===== config.mk =====
export PLATFORM = sky130hd
export DESIGN_NAME = rng_capture_ctrl
export DESIGN_NICKNAME = d
export VERILOG_FILES = /design/src/rtl/rng_capture_ctrl.sv
export SDC_FILE = /design/constraint.sdc
export NUM_CORES = 1
export LEC_CHECK = 0
export ABC_AREA = 1
export ABC_CLOCK_PERIOD_IN_PS = 4240
export CORE_MARGIN = 2
export CORE_UTILIZATION = 53
export CTS_CLUSTER_DIAMETER = 120
export CTS_CLUSTER_SIZE = 28
export DETAILED_ROUTE_END_ITERATION = 12
export GPL_ROUTABILITY_DRIVEN = 0
export GPL_TIMING_DRIVEN = 0
export PLACE_DENSITY = 0.84
export SETUP_SLACK_MARGIN = 0.1
export SLEW_MARGIN = 30
export SYNTH_ARGS = -nofsm -noshare
export SYNTH_HDL_FRONTEND = slang
export SYNTH_SLANG_ARGS = --single-unit
export TNS_END_PERCENT = 10

===== constraint.sdc =====
create_clock -name clk -period 4.24 [get_ports clk]
set_input_delay 0.848 -clock clk [delete_from_list [all_inputs] [get_ports clk]]
set_output_delay 0.848 -clock clk [all_outputs]
set_load 0.05 [all_outputs]

===== src/rtl/rng_capture_ctrl.sv =====
// Capture sequencer between lfsr_rng and a registered-read RAM: fills RAM_DEPTH
// random words, then reads every unordered pair back and counts equal pairs.
module rng_capture_ctrl #(
  parameter int DATA_WIDTH = 32,
  parameter int ADDR_WIDTH = 32,
  parameter int RAM_DEPTH  = 100
) (
  input  logic                  clk,
  input  logic                  rst,
  input  logic                  start,
  input  logic [DATA_WIDTH-1:0] rnd,
  output logic                  request,
  output logic                  we_o,
  output logic                  rd_o,
  output logic [ADDR_WIDTH-1:0] addr_o,
  output logic [DATA_WIDTH-1:0] wdata_o,
  input  logic [DATA_WIDTH-1:0] rdata_i,
  output logic                  busy,
  output logic                  done,
  output logic [31:0]           dup_count
);

  localparam int IDX_W = (RAM_DEPTH < 2) ? 1 : $clog2(RAM_DEPTH);
  localparam logic [IDX_W-1:0] LAST = IDX_W'(RAM_DEPTH - 1);

  typedef enum logic [2:0] {
    IDLE, PRIME, FILL, RD_A, CAP_A, RD_B, CMP, DONE
  } state_t;

  state_t                state;
  logic [IDX_W-1:0]      k;
  logic [IDX_W-1:0]      i;
  logic [IDX_W-1:0]      j;
  logic [DATA_WIDTH-1:0] a_reg;

  function automatic logic [ADDR_WIDTH-1:0] to_addr(input logic [IDX_W-1:0] idx);
    return ADDR_WIDTH'(idx);
  endfunction

  // Count never wraps: pins at all-ones for absurdly large depths.
  function automatic logic [31:0] sat_inc(input logic [31:0] v);
    return (v == '1) ? v : v + 32'd1;
  endfunction

  // The generator word goes straight to RAM so the write lands in the same cycle.
  assign wdata_o = (state == FILL) ? rnd : '0;

  always_ff @(posedge clk) begin
    if (rst) begin
      state     <= IDLE;
      request   <= 1'b0;
      we_o      <= 1'b0;
      rd_o      <= 1'b0;
      addr_o    <= '0;
      busy      <= 1'b0;
      done      <= 1'b0;
      dup_count <= '0;
      k         <= '0;
      i         <= '0;
      j         <= '0;
    end else begin
      done <= 1'b0;
      unique case (state)
        IDLE: begin
          if (start) begin
            state     <= PRIME;
            dup_count <= '0;
            request   <= 1'b1;
            busy      <= 1'b1;
            we_o      <= 1'b0;
            rd_o      <= 1'b0;
            addr_o    <= '0;
          end
        end

        PRIME: begin
          state   <= FILL;
          k       <= '0;
          request <= 1'b1;
          we_o    <= 1'b1;
          addr_o  <= '0;
        end

        FILL: begin
          if (k == LAST) begin
            request <= 1'b0;
            we_o    <= 1'b0;
            addr_o  <= '0;
            if (RAM_DEPTH == 1) begin
              state <= DONE;
              busy  <= 1'b0;
              done  <= 1'b1;
            end else begin
              state <= RD_A;
              i     <= '0;
              rd_o  <= 1'b1;
            end
          end else begin
            k      <= k + IDX_W'(1);
            addr_o <= to_addr(k + IDX_W'(1));
          end
        end

        RD_A: begin
          state <= CAP_A;
          rd_o  <= 1'b0;
        end

        // Word i arrives one cycle after its read strobe.
        CAP_A: begin
          a_reg  <= rdata_i;
          j      <= i + IDX_W'(1);
          state  <= RD_B;
          rd_o   <= 1'b1;
          addr_o <= to_addr(i + IDX_W'(1));
        end

        RD_B: begin
          state <= CMP;
          rd_o  <= 1'b0;
        end

        CMP: begin
          if (rdata_i == a_reg) dup_count <= sat_inc(dup_count);
          if (j < LAST) begin
            j      <= j + IDX_W'(1);
            state  <= RD_B;
            rd_o   <= 1'b1;
            addr_o <= to_addr(j + IDX_W'(1));
          end else if ((i + IDX_W'(1)) < LAST) begin
            i      <= i + IDX_W'(1);
            state  <= RD_A;
            rd_o   <= 1'b1;
            addr_o <= to_addr(i + IDX_W'(1));
          end else begin
            state  <= DONE;
            busy   <= 1'b0;
            done   <= 1'b1;
            addr_o <= '0;
          end
        end

        DONE: begin
          state <= IDLE;
        end

        default: begin
          state   <= IDLE;
          request <= 1'b0;
          we_o    <= 1'b0;
          rd_o    <= 1'b0;
          busy    <= 1'b0;
          addr_o  <= '0;
        end
      endcase
    end
  end

endmodule


Yosys cells after proc, flatten, opt, wreduce, memory -nomap -nowiden
Cells that the tools add are included.

storage, ports and cells
  input port bits = 67
  word-level logic and storage cells = 95
  flip-flop bits (word level) = 125
  output and inout bits = 101

cells by class
  mux-type cells = 35
  bitwise gates (word level) = 2
  $lt $le $gt $ge = 2
  reductions and logical operators = 20
  equality and inequality tests = 20
  add/sub/neg operators = 4

operator list
  cell                                                             number
  32-bit case mux with 5 select lines                              1
  32-bit 2-to-1 mux                                                4
  32-bit case mux with 2 select lines                              1
  7-bit 2-to-1 mux                                                 8
  7-bit case mux with 2 select lines                               3
  32-bit by 1-bit adder with 32-bit output, second input constant  1
  32-bit == test                                                   1
  32-bit == test, second input constant                            1
  3-bit case mux with 8 select lines                               1
  7-bit by 1-bit adder with 7-bit output, second input constant    3
  2-bit inequality test, second input constant                     8
  4-bit AND reduction                                              4
  7-bit less-than comparator, second input constant                2
  3-bit == test, second input constant                             4
  3-bit 2-to-1 mux                                                 4
  2-bit AND reduction                                              5
  5-bit nonzero test                                               2
  1-bit 2-to-1 mux                                                 9
  2-bit nonzero test                                               4
  7-bit == test, second input constant                             1
  3-bit by 2-bit == test with 1-bit output, second input constant  2
  1-bit case mux with 3 select lines                               2
  1-bit case mux with 5 select lines                               1
  3-bit by 1-bit == test with 1-bit output, second input constant  1
  9 further kinds                                                  10

Logic depth before layout (Yosys ltp)
  depth in word-level cells = 5
  gate-level depth with buffers = 14
  gate-level depth less buffers = 14

Worst setup path after synthesis
OpenSTA, ideal clock, no wires.

  path type = input port to flip-flop
  start = in rst
  end = reg a_reg[0], enable pin
  path buffers = 2
  path slack = 1226 ps
  arrival = 2592 ps
  cell stages on the path = 3
  cells stage by stage = clkbuf_1 -> clkbuf_1 -> nor2_1

between the ends
  word-level cells in the longest chain between the ends = 2

ends and longest elaborated chain
  what                           RTL line  source
  start, declared                9         input logic rst,
  1-bit inverter (no line)       --
  2-bit AND reduction (no line)  --
  end signal, assigned           111       a_reg <= rdata_i;
  end, declared                  34        logic [DATA_WIDTH-1:0] a_reg;

No other way between the ends.
A chain may end at the register's enable or synchronous reset.

Worst setup path after layout
  start = reg state[0]
  end = out wdata_o[30]

between the ends
  word-level cells in the longest chain between the ends = 2

ends and longest elaborated chain
  what                                      RTL line  source
  start, declared                           30        state_t state;
  start signal, assigned                    50        state <= IDLE;
  start signal, assigned                    66        state <= PRIME;
  start signal, assigned                    77        state <= FILL;
  3-bit by 2-bit == test with 1-bit output  46        assign wdata_o = (state == FILL) ? rnd : '0;
  32-bit 2-to-1 mux                         46
  end, declared                             16        output logic [DATA_WIDTH-1:0] wdata_o,

No other way between the ends.

==> reports/qor.yml <==
sta:
  slew_headroom_pct: 53.13
  fin_crit_ns: 3.422
  final_max_slew_viol_count: 0
  worst_pin_slew_ns: 0.6976
  tns_ns: 0
  fin_crit_sh_pct: 80.72
  setup_viol_count_final: 0
  timing.fmax_ghz: 0.2922
  fin_ws_ns: 0.8176
  worst_hold_slack_ns: 0.4678
  rsz0062_at_grt: "no"
  hold_violations: 0
  skew_ns: 0.008417
yosys:
  netlist.top_cell.by_area: "dfxtp_1"
  syn_avg_cell_area_um2: 6.407
  async_reset_ff_share_pct: 0
  synth_edf_count: 32
  yosysSeqAreaShare_pct: 37.44
  ys_types: 33
  synth_top_flop_cell: "dfxtp_1"
  ys.warnings.count: 0
  syn_area_mm2: 0.006202
  synth_cells: 968
  synth_top_area_share_pct: 21.95
  ys_top_cells_by_area: "dfxtp_1, nand2_1, edfxtp_1"
  synth_seq_cells: 100
critical_path:
  reg2reg_from: "i[0]"
  crit_type: "register to primary output"
  end_kind: "primary output"
  start_kind: "register"
  rr_worst_depth: 12
  cp.required_ns: 3.39
  rrSetupSlack_ns: 2.01
  path_max_fanout: 10
  timing.rr.end: "addr_o[2]"
  cp_data_arrival_time_ns: 2.57
routing:
  totalWireLength_um: 17310
  num_vias: 6534
  drcViolationCount: 0
  wl_per_cell_um: 13.39
  dr.pass1.iters: 5
  ant_nets: 0
  drt_iter0_markers: 409
  viasPerCell: 5.053
grt:
  grt_max_degree: 21
  antenna_found_initial: 0
  grt_pass1_vias: 5848
  grt.overflow.total: 0
  grt_use_total_pct: 27.30
  grt_pass1_wl_um: 28050
clock_tree:
  cts_made_buffers: 9
  clkSinkCount: 100
  cts_tree: "done"
  htreeDepth: 3
  clk_pin_slew_ns: 0.07
  insertion_delay_ns: 0.34
  post_cts_buffers: 0
  root_buffer: "clkbuf_16"
  cts_buffer_depth: 2
  cts_resized: 0
  hold_buffers: 0
layout:
  area_growth_pct: 32.72
  multi_input_area_mm2: 0.003120
  final_cell_mix: "nand2_1, nor2_1, inv_1, clkdlybuf4s50_1"
  drive_gt1_share_pct: 5.130
  diodes: 0
  fin_nets: 1216
  final_util_pct: 72.09
  fillers: 957
  layout_commonest_cell: "nand2_1"
  final_cells: 1293
  regArea_mm2: 0.002322
placement:
  dp_cells: 1277
  dp_hpwl_um: 13310
  numPortBuffers: 141
  pre_cts_slack_ns: 1.079
power_and_ir_drop:
  leakage_nw: 3.415
  peakVddDrop_v: 0.0002727
  power_density_mw_per_mm2: 294.1
job:
  maxCapViolCount: 0
worst_hold_path:
  whs_endpoint: "request"
  worstHoldPathType: "register to register"
  min_from: "request"
  hold_depth: 2
floorplan:
  io_pins: 168
  initial_core_util_pct: 54.32
  die_width_um: 112.2
  die_h_um: 112.2
  core_mm2: 0.01142
  die-area_mm2: 0.01258
  rows: 39
outcome:
  status: "completed"
stage by stage:
| stage | area, µm² | power (mW) |
|---|---|---|
| after global placement | 7883 | 1.568 |
| after global routing | 8232 | 2.505 |
| after CTS | 8232 | 2.426 |
| after floorplan | 6292 | 1.387 |
| after detailed placement | 7918 | 1.575 |
| final | 8232 | 2.421 |
Yosys cell counts, types with 12 or more instances:
master and n:
xor2_1 17, inv_1 145, a21oi_1 59, o21ai_0 19, nand4_1 12, xnor2_1 13, edfxtp_1 32, buf_4 31
nand2_1 275, clkbuf_1 14, dfxtp_1 68, nor2_1 164, nand3_1 68, nor3_1 12
cell type report:
cell class	count	area share, %
plain buffers	50	3.709
multi-input cells	695	37.91
flip-flops and latches	100	28.21
repair buffers	142	17.48
clock buffers	13	3.283
inverters	147	6.703
clock inverters	3	0.5320
well taps	143	2.174
logic make-up (layout without fill, tap and decap cells):
family	count (synthesis)	in the layout	share of synthesized area [%]
XOR/XNOR	30	30	4.236
AO/OA/AOI/OAI	96	96	8.392
other	1	25	0.06046
AND/OR/NAND/NOR	540	540	35.24
buffers and inverters	197	355	13.82
adder cells (fa/ha/maj)	4	4	0.8070
flip-flops	100	100	37.44
where the power goes:
group	total (mW)	switching, mW	internal, mW	leakage, nW
clock	0.863	0.356	0.507	0.156
sequential	1.03	0.0195	1.01	0.837
combinational	0.532	0.351	0.182	2.42
critical path, cell delays in order (launching register included):
cell             delay, ns
dfxtp_1               0.37
inv_2                 0.13
nand2_1               0.08
nor2_1                0.22
inv_2                 0.17
buf_1                 0.26
nor2_1                0.14
clkdlybuf4s50_1       0.86
worst max path at each step:
stage                     startpoint     endpoint  slack, ns  depth (start not counted)
after global placement           rst     a_reg[0]       0.43                          3
after global routing        state[0]  wdata_o[29]       0.65                          7
after detailed placement     rnd[30]  wdata_o[30]       1.08                          4
final                       state[0]  wdata_o[30]       0.82                          7
after floorplan                  rst     a_reg[0]       1.23                          3
after CTS                   state[0]  wdata_o[30]       0.82                          7
metal layers:
layer  GRT usage (%)  wire, µm
met1           32.32      6903
met2           49.96      8481
met3           4.968      1469
met4           8.862       459
met5               0         0
Power figures use the tool's default switching activity.
==> edit 1 (same flow settings) <==
The parameter `ADDR_WIDTH` goes from 32 to 16.
--- a/src/rtl/rng_capture_ctrl.sv
+++ b/src/rtl/rng_capture_ctrl.sv
@@ -3,5 +3,5 @@
 module rng_capture_ctrl #(
   parameter int DATA_WIDTH = 32,
-  parameter int ADDR_WIDTH = 32,
+  parameter int ADDR_WIDTH = 16,
   parameter int RAM_DEPTH  = 100
 ) (
Ports: changed (resized addr_o); port bits go from 168 to 152. The function was not compared with the original's and may differ.
==> edit 1 against the original RTL <==
  * Worst setup slack lost 0.055 ns
  * Final area shrank 1.9%
  * Combinational power shrank 6.6%
  * Total power shrank 1.7%
  * Area after synthesis shrank 1.8%
  * Via count shrank 1.1%
  * Sequential cell count is the same
  * Worst hold slack gained 0.0085 ns
  * Global-route usage grew 0.41 points
  * Routed wire length shrank 1.2%
==> edit 1: results (changes against the original RTL) <==
status: complete, no violations
post-placement worst setup slack: 1.00 ns (-0.0789 ns)
router iterations before antenna repair: 7 (+2)
IO Port Bufs: 142 (+0.71%)
Reg2Reg Depth: 9 (-3)
Hold Crit Start: k[4]
share of layout cells above drive strength 1: 4.23% (-0.90 points)
largest net degree at the start of global routing: 18 (-14%)
via count: 6462 (-1.1%)
clk_skew: 0.00923 ns (+0.000818 ns)
VDD IR max: 0.175 mV (-36%)
drt initial violations: 417 (+2.0%)
r2r startpoint: dup_count[0]
drt wl/cell: 13.6 um (+1.9%)
reg2reg setup slack: 2.12 ns (+0.11 ns)
synth unique cells: 37 (+12%)
first-pass GRT wire length: 28100 um (about the same)
Worst-Margin Slew: 0.626 ns (-0.0719 ns)
Hold Path End: k[4]
Detailed Place HPWL: 13100 um (-1.6%)
Leak: 3.22 nW (-5.8%)
sequential area share after synthesis: 38.1% (+0.68 points)
clk buf depth: 2 (unchanged)
Slew Viols, Final: 0 (unchanged)
WP data arrival: 2.63 ns (+0.06 ns)
Synth area leaders: dfxtp_1 22%, nand2_1 17%, edfxtp_1 16%
Post-synth top cells: 273 x nand2_1, 162 x nor2_1, 137 x inv_1, 68 x dfxtp_1, 68 x nand3_1
vias in the first global route: 5919 (+1.2%)
## edit 1: cell types whose count changed after synthesis, moves of 3 or more
cell | unedited run | this run
buf_6 | 0 | 3
xnor2_1 | 13 | 17
buf_4 | 31 | 12
inv_1 | 145 | 137
## edit 1: worst max-delay path by stage
| stage | startpoint | to | slack (ns) |
|---|---|---|---|
| 2_1_floorplan | rst | a_reg[0] | 1.20 |
| 3_3_place_gp | rst | a_reg[16] | -0.16 |
| 3_5_place_dp | rnd[21] | wdata_o[21] | 1.00 |
| 4_1_cts | state[0] | wdata_o[21] | 0.76 |
| 5_1_grt | state[1] | wdata_o[21] | 0.70 |
| 6_report | state[0] | wdata_o[21] | 0.76 |
## edit 1: cell type report
type | instances | area [um2] | area share (%)
Sequential cell | 100 | 2320 | 28.8
Timing Repair Buffer | 143 | 1450 | 18.0
Tap cell | 143 | 179 | 2.22
Clock inverter | 3 | 22.5 | 0.279
Multi-Input combinational cell | 676 | 3080 | 38.1
Inverter | 141 | 529 | 6.56
Clock buffer | 13 | 293 | 3.63
Buffer | 34 | 198 | 2.45
## edit 1: power by group
group	switching (mW)	internal [mW]	leakage [nW]
registers	0.0184	1.01	0.837
clock network	0.369	0.490	0.157
logic	0.321	0.177	2.22
total	0.708	1.67	3.22
## edit 1: cell families (layout without fill, tap and decap cells)
logic type               after synthesis  in the layout  synth area share [%]
AND/OR/NAND/NOR                      539            539                  36.2
AO/OA/AOI/OAI                         92             92                  8.22
buffers and inverters                175            334                  11.9
XOR/XNOR                              32             32                  4.60
flip-flops                           100            100                  38.1
adder cells (fa/ha/maj)                4              4                 0.822
other                                  1              9                0.0616
## edit 1: routing by layer
layer,routed length (um),global-route usage [%],up-vias
met4,672,12.7,0
met1,7010,33.7,2871
met5,0,0,-
met2,8140,48.4,290
li1,-,-,3251
met3,1280,4.10,50
## edit 1: tightest hold or removal path, delay by kind of cell (launching register included)
kind            cells  cell delay, ns
flops               1            0.31
compound gates      1            0.05
simple gates        1            0.07
## edit 1: per-stage QoR
step                power [mW]  instances  TNS, ns  utilization [%]  hold slack (ns)
floorplan                 1.35        951        0                -            0.441
global placement          1.53       1236    -5.18             68.2            0.434
detailed placement        1.54       1237        0             68.5            0.462
CTS                       2.39       1253        0             71.3            0.477
global route              2.46       1253        0             71.3            0.494
finish                    2.38       1253        0             71.3            0.476
==> edit 2 (same settings) <==
Made on the original files. The 8 states of `state_t` get a one-hot encoding in 8 bits.
--- a/src/rtl/rng_capture_ctrl.sv
+++ b/src/rtl/rng_capture_ctrl.sv
@@ -24,6 +24,6 @@
   localparam logic [IDX_W-1:0] LAST = IDX_W'(RAM_DEPTH - 1);
 
-  typedef enum logic [2:0] {
-    IDLE, PRIME, FILL, RD_A, CAP_A, RD_B, CMP, DONE
+  typedef enum logic [7:0] {
+    IDLE = 8'b00000001, PRIME = 8'b00000010, FILL = 8'b00000100, RD_A = 8'b00001000, CAP_A = 8'b00010000, RD_B = 8'b00100000, CMP = 8'b01000000, DONE = 8'b10000000
   } state_t;
 
Formal check against the unedited RTL: same outputs for any inputs over 4 cycles, from zero or initial values and one cycle with rst high; so few cycles prove little.
==> edit 2 against the original RTL <==
  * Sequential cell count up 5
  * Worst setup slack lost 0.053 ns
  * Final area is 7.8% higher
  * Highest routed layer unchanged
  * Final cell count increased by 8.7%
  * Fmax shrank 1.5%
  * Non-clock buffer count stayed put
  * Core utilization decreased by 1.7 points
  * Routed wire length up 3.2%
  * Area after synthesis increased by 10%
  * Total power rose by 0.21%
  * Synthesized cell count up 8.6%
  * Die area increased by 9.8%
==> edit 2: results (changes against the original RTL) <==
vias in the first global route: 6486 (+11%)
clk_skew: 0.00636 ns (-0.00205 ns)
Final nets: 1299 (+6.8%)
share of layout cells above drive strength 1: 8.68% (+3.5 points)
synth unique cells: 40 (+21%)
Synth area leaders: dfxtp_1 21%, nand2_1 16%, edfxtp_1 14%
drt wl/cell: 12.7 um (-5.1%)
Post-synth top cells: 298 x nand2_1, 163 x nor2_1, 158 x inv_1, 76 x nand3_1, 73 x dfxtp_1
adder-cell share of the synthesized area: 0.732% (-0.075 points)
Post-Synth XOR/XNOR Area: 4.10% (-0.14 points)
reg2reg setup slack: 2.04 ns (+0.03 ns)
post-placement worst setup slack: 1.07 ns (-0.00803 ns)
Reg2Reg Depth: 11 (-1)
Placed Instance Area: 8590 um2 (+8.5%)
largest net degree at the start of global routing: 18 (-14%)
top cell type's share of synthesized area: 21.4% (-0.57 points)
status: complete, no violations
GRT Total Usage: 26.0% (-1.3 points)
P_sw: 755 uW (+3.9%)
first-pass GRT wire length: 29800 um (+6.1%)
WP data arrival: 2.63 ns (+0.06 ns)
drt initial violations: 562 (+37%)
via/cell ratio: 4.99 (-1.3%)
Leak: 3.71 nW (+8.7%)
sequential area share after synthesis: 35.4% (-2.0 points)
Hold Path End: i[6]
VDD IR max: 0.215 mV (-21%)
Critical R2R Capture: dup_count[18]
initial core utilization: 54.2% (-0.15 points)
Hold Crit Start: i[6]
## edit 2: cell families (layout without fill, tap and decap cells)
group	after synthesis	in the layout
AOI/OAI and AO/OA	86	86
xor gates and xnor gates	32	32
adders and majority gates	4	4
buffers and inverters	218	376
DFF	105	105
other	1	25
and+or+nand+nor	605	605
## edit 2: power by group through the flow
| stage | Combinational, mW | Sequential [mW] | Clock [mW] |
|---|---|---|---|
| detailed placement | 0.531 | 1.08 | 0 |
| finish | 0.536 | 1.06 | 0.831 |
| floorplan | 0.344 | 1.11 | 0 |
| global route | 0.577 | 1.06 | 0.877 |
| CTS | 0.534 | 1.06 | 0.832 |
| global placement | 0.520 | 1.08 | 0 |
## edit 2: stage by stage
step           util [%]  cells  power (mW)  hold WS [ns]
5_1_grt            70.3   1405        2.52         0.504
6_report           70.3   1405        2.43         0.475
3_3_place_gp       67.8   1388        1.60         0.450
4_1_cts            70.3   1405        2.42         0.466
2_1_floorplan         -   1075        1.45         0.441
3_5_place_dp       68.0   1389        1.61         0.455
## edit 2: cell type report
class                      instances  area [um2]
fill                            1094        3740
multi-input combinational        752        3570
sequential                       105        2420
timing repair buffer             142        1440
inverter                         168         632
buffer                            50         310
clock buffer                      10         250
tap                              172         215
clock inverter                     6        40.0
## edit 2: per-layer routing
| metal | global-route usage [%] | routed length [um] | part of all wire, % | up-vias |
|---|---|---|---|---|
| met3 | 4.41 | 1260 | 7.0 | 26 |
| met1 | 32.0 | 7520 | 42 | 3117 |
| li1 | - | - | - | 3579 |
| met2 | 45.2 | 8710 | 49 | 283 |
| met4 | 10.2 | 369 | 2.1 | 0 |
| met5 | 0 | 0 | 0 | - |
